`src/rtl/fetch_ctrl.sv`:
```
// Fetch-stage sequencer: picks the next PC each cycle and keeps at most one
// instruction-memory request outstanding. Returned words go to decode through
// a single-entry output buffer.
module fetch_ctrl #(
  parameter logic [31:0] RESET_ADDR = 32'h0000_0000,
  parameter logic [31:0] TRAP_VEC   = 32'h0000_0100
) (
  input  logic        clk,
  input  logic        rst,
  input  logic [31:0] pc_curr,
  output logic [31:0] pc_next,
  output logic        imem_req_valid,
  input  logic        imem_req_ready,
  output logic [31:0] imem_req_addr,
  input  logic        imem_rsp_valid,
  input  logic [31:0] imem_rsp_data,
  input  logic        redirect_valid,
  input  logic [31:0] redirect_pc,
  input  logic        trap_valid,
  output logic        if_valid,
  input  logic        if_ready,
  output logic [31:0] if_instr,
  output logic [31:0] if_pc,
  output logic        misalign_err
);

  typedef enum logic [1:0] {
    S_RESET,
    S_REQ,
    S_RSP,
    S_KILL
  } state_t;

  state_t      state;
  logic [31:0] req_pc;
  logic        handshake;
  logic        flush;
  logic        misaligned;

  assign imem_req_addr = pc_curr;

  // Request issue, flush detection and next-PC priority selection.
  always_comb begin
    // A request only goes out when the buffer will be free for its response.
    imem_req_valid = !rst && (state == S_REQ) && (!if_valid || if_ready);
    handshake      = imem_req_valid && imem_req_ready;
    flush          = trap_valid || redirect_valid;
    misaligned     = (redirect_pc[1:0] != 2'b00);
    pc_next        = pc_curr;
    if (rst) begin
      pc_next = RESET_ADDR;
    end else if (trap_valid) begin
      pc_next = TRAP_VEC;
    end else if (redirect_valid) begin
      pc_next = misaligned ? TRAP_VEC : redirect_pc;
    end else if (handshake) begin
      pc_next = pc_curr + 32'd4;
    end
  end

  // Sequencer state, output buffer and misalignment pulse.
  always_ff @(posedge clk) begin
    if (rst) begin
      state        <= S_RESET;
      if_valid     <= 1'b0;
      if_instr     <= '0;
      if_pc        <= '0;
      req_pc       <= '0;
      misalign_err <= 1'b0;
    end else begin
      misalign_err <= redirect_valid && !trap_valid && misaligned;

      if (if_valid && if_ready) begin
        if_valid <= 1'b0;
      end

      case (state)
        S_RESET: state <= S_REQ;
        S_REQ: begin
          if (handshake) begin
            req_pc <= pc_curr;
            state  <= flush ? S_KILL : S_RSP;
          end
        end
        S_RSP: begin
          if (imem_rsp_valid) begin
            if (!flush) begin
              if_valid <= 1'b1;
              if_instr <= imem_rsp_data;
              if_pc    <= req_pc;
            end
            state <= S_REQ;
          end else if (flush) begin
            state <= S_KILL;
          end
        end
        S_KILL: begin
          // The stale response retires the outstanding request; a flush in the
          // same cycle has nothing left to cancel, so fetching resumes.
          if (imem_rsp_valid) begin
            state <= S_REQ;
          end
        end
        default: state <= S_RESET;
      endcase

      // Flush wins over any refill or consume on the same edge.
      if (flush) begin
        if_valid <= 1'b0;
      end
    end
  end

endmodule

```
`config.mk`:
```
export PLATFORM = sky130hd
export DESIGN_NAME = fetch_ctrl
export DESIGN_NICKNAME = d
export VERILOG_FILES = /design/src/rtl/fetch_ctrl.sv
export SDC_FILE = /design/constraint.sdc
export NUM_CORES = 1
export LEC_CHECK = 0
export ABC_AREA = 1
export CAP_MARGIN = 25
export CORE_AREA = 2 2 119 121
export CTS_CLUSTER_SIZE = 40
export DETAILED_ROUTE_END_ITERATION = 12
export DIE_AREA = 0 0 121 123
export PLACE_DENSITY_LB_ADDON = 0.05
export SYNTH_ARGS = -nofsm -noshare
export SYNTH_HDL_FRONTEND = slang
export SYNTH_SLANG_ARGS = --single-unit
```
`constraint.sdc`:
```
create_clock -name clk -period 2.6 [get_ports clk]
set_input_delay 0.26 -clock clk [delete_from_list [all_inputs] [get_ports clk]]
set_output_delay 0.26 -clock clk [all_outputs]
set_load 0.01 [all_outputs]
```
==> impl_results.md <==
* Peak VDD IR at 0.323 mV
* Synth top area share at 37.8%
* TritonCTS clock tree: built
* Min-Delay Startpoint: req_pc[9]
* Worst Path Arrival at around 2.2 ns
* Post-layout min period at 2.47 ns
* Crit-path slowest cell: dfxtp_2
* Final Skew at 0.0167 ns
* Max stage delay on crit path at approximately 0.33 ns
* Die W at between 100 and 150 µm
* HP Class: flop to flop
* Fin crit share at roughly 95%
* Core Rows at 43
* Num CTS Buffers at 9
* Crit Path Max Fanout at 5
* Worst R2R Setup Slack at 0.92 ns
* CTS max path bufs at 2
* Post-detail-place hpwl at around 13 mm
* Worst EP required at 2.34 ns
* GPL Wtd Cong at 0.881
* Pleak at 3.87 nW
* Status: finished, final reports clean
* F_max at 405 MHz
* Via/cell ratio at between 4 and 5
* Clk_lat worst skew at 0.35 ns
* Total global-route track usage at 22.6%
* Share of cells above drive strength 1 at 11.8%
* Fin. Hold Viols at 0
* Total power at 4.23 mW
* CP startpoint: state[1]
* Wirelength, routed at approximately 17 mm
* Hold_buf cts at 0
* Setup TNS at 0 ns
* Drt pass-1 iters at 5
* Chip Height at roughly 120 µm
* Yosys warns at 0
* Overflow after GRT at 0
* Worst r2r src: state[0]
* Top area cells in the synthesized netlist: dfxtp_1 38%, nand2_1 11%, nor2_1 10%, o21ai_0 9.1%, a21oi_1 6.1%
* Final core utilization at 61.7%
* Worst-path cell chain: inv_2, ha_4, inv_1, nor2_4, nand3_4, buf_6, nor2_4, buf_4, nand3_1, nand2_1, nand3_1, nand2_1, inv_1, dlygate4sd2_1
* WS Path Type: flop to output pin
* DR WL/cell at 13.7 µm
* Area growth, synth to finish at 58.8%
* Syn Nets at 910
* Sequential share of the synthesized area at between 30% and 40%
* Root buf cell: clkbuf_16
* Hold_ws at 0.452 ns
* ANT cells at 0
* Max_slew headroom at between 60 and 70%
* Worst Max-Slew Pin Slew at 0.460 ns
* Synth Instances at 803
* Vias in the first global route at 5489
* # setup viols final at 0
* Clock-pin slew on the worst setup and hold paths at 0.08 ns
* Synthesized area at 5290 µm²
* Layout Nets at 1159
* Synth unique cells at 33
* CTS H-tree lvls at 3
* Die area at between 10000 and 15000 µm²
* Via count at 5877
* Top Ports at 234
* Startpoint Class: flop
* Flops & latches, synth at 100
* Max_cap viols at 0
* Initial Util at 38.9%
* Largest area contributor in the netlist: dfxtp_1
* DRC Markers at 0
* First DRT Iteration DRCs at 354
* Global-route wire length before repair at 26.7 mm
* Antenna-violating nets left at 0
* Setup crit end kind: output pin
* PortBufs at 233
* Setup WS post-layout at 0.129 ns
* # clock sinks at 100
* Placeable core region at 13600 µm²
* Largest net degree at the start of global routing at 35
* Synthesized area per cell at 6.59 µm²
* Post-place setup slack at -0.102 ns
* Pwr Density at between 500 and 600 nW/µm²
* RSZ-0062 raised after global routing: yes
* Final Max Tran Viols at 0
* Number of antenna violations at the first check in global routing at 0
[cells by family after synthesis]
logic type	Yosys count	synth area share, %
adder cells (fa/ha/maj)	4	0.946
AND/OR/NAND/NOR	373	30.3
buffers and inverters	153	13.9
multiplexers	1	0.189
AO/OA/AOI/OAI	167	16.0
XOR/XNOR	5	0.828
flip-flops	100	37.8
[power breakdown]
group / internal, mW / leakage [nW] / switching [mW] / total, mW
Clock: 0.694 / 0.153 / 0.671 / 1.37
Sequential: 1.67 / 0.810 / 0.0614 / 1.74
Combinational: 0.569 / 2.91 / 0.556 / 1.12
Total: 2.94 / 3.87 / 1.29 / 4.23
[final cells by class]
type                            instances  area [µm²]
Clock inverter                          7        93.8
Inverter                               81         309
Timing Repair Buffer                  310        2910
Tap cell                              180         225
Clock buffer                            9         225
Fill cell                            1295        5210
Multi-Input combinational cell        550        2630
Sequential cell                       100        2010
[layer usage]
metal / GRT usage, % / vias up / routed length (µm)
li1: - / 3024 / -
met1: 27.3 / 2636 / 7310
met2: 39.3 / 191 / 8050
met5: 0 / - / 0
met3: 5.30 / 26 / 1170
met4: 7.99 / 0 / 414
[per-stage QoR]
step | cell area, µm² | cells
6_report | 8400 | 1237
5_1_grt | 8400 | 1237
3_5_place_dp | 8000 | 1216
2_1_floorplan | 5290 | 803
4_1_cts | 8360 | 1235
3_3_place_gp | 8000 | 1216
[registers in the layout, indices dropped and copies added, names as in the netlist]
name	flops
if_valid	1
misalign_err	1
if_pc	32
if_instr	32
state	2
req_pc	32
[repair_timing]
item | in CTS | in global routing
endpoints found under the setup margin | 29 | 25
pin swaps | 5 | 2
gates cloned | 0 | 0
resized for setup | 44 | 15
buffers inserted | 3 | 2
[critical path, delay by kind of cell (launching register included)]
family                     cells  cell delay [ns]
DFF                            1             0.33
buffers and inverters          6             0.76
adders and majority gates      1             0.13
and+or+nand+nor                7             0.64
[synthesized netlist by cell type]
library cell	number
a211oi_1	1
a21o_1	1
a21oi_1	64
a31oi_1	1
and2_1	2
buf_1	2
buf_2	13
buf_4	35
buf_6	2
clkbuf_1	20
dfxtp_1	100
ha_1	4
inv_1	78
inv_2	3
mux2i_1	1
nand2_1	155
nand2_2	1
nand3_1	37
nand3_4	1
nand3b_1	7
nand4_1	9
nor2_1	143
nor2_2	4
nor2_4	7
nor3_1	1
nor3_2	2
o21ai_0	96
o21ai_1	3
o31ai_1	1
or2_0	3
or2_1	1
xnor2_1	3
xor2_1	2
[cell usage in the layout (no fill, tap or decap), drive strengths merged]
master	netlist	routed
a211oi	1	1
a21o	1	1
a21oi	64	64
a31oi	1	1
and2	2	2
buf	52	77
clkbuf	20	10
clkdlybuf4s15	0	2
clkdlybuf4s50	0	203
clkinv	0	5
dfxtp	100	100
dlygate4sd2	0	27
ha	4	4
inv	81	83
mux2i	1	1
nand2	156	156
nand3	38	38
nand3b	7	7
nand4	9	9
nor2	154	154
nor3	3	3
o21ai	99	99
o31ai	1	1
or2	4	4
xnor2	3	3
xor2	2	2
[final timing paths]
kind	depth (start not counted)	to
setup / recovery	14	pc_next[21]
hold / removal	2	req_pc[9]
setup reg to reg	9	if_pc[28]
hold reg to reg	2	req_pc[9]
Power figures use the tool's default switching activity.
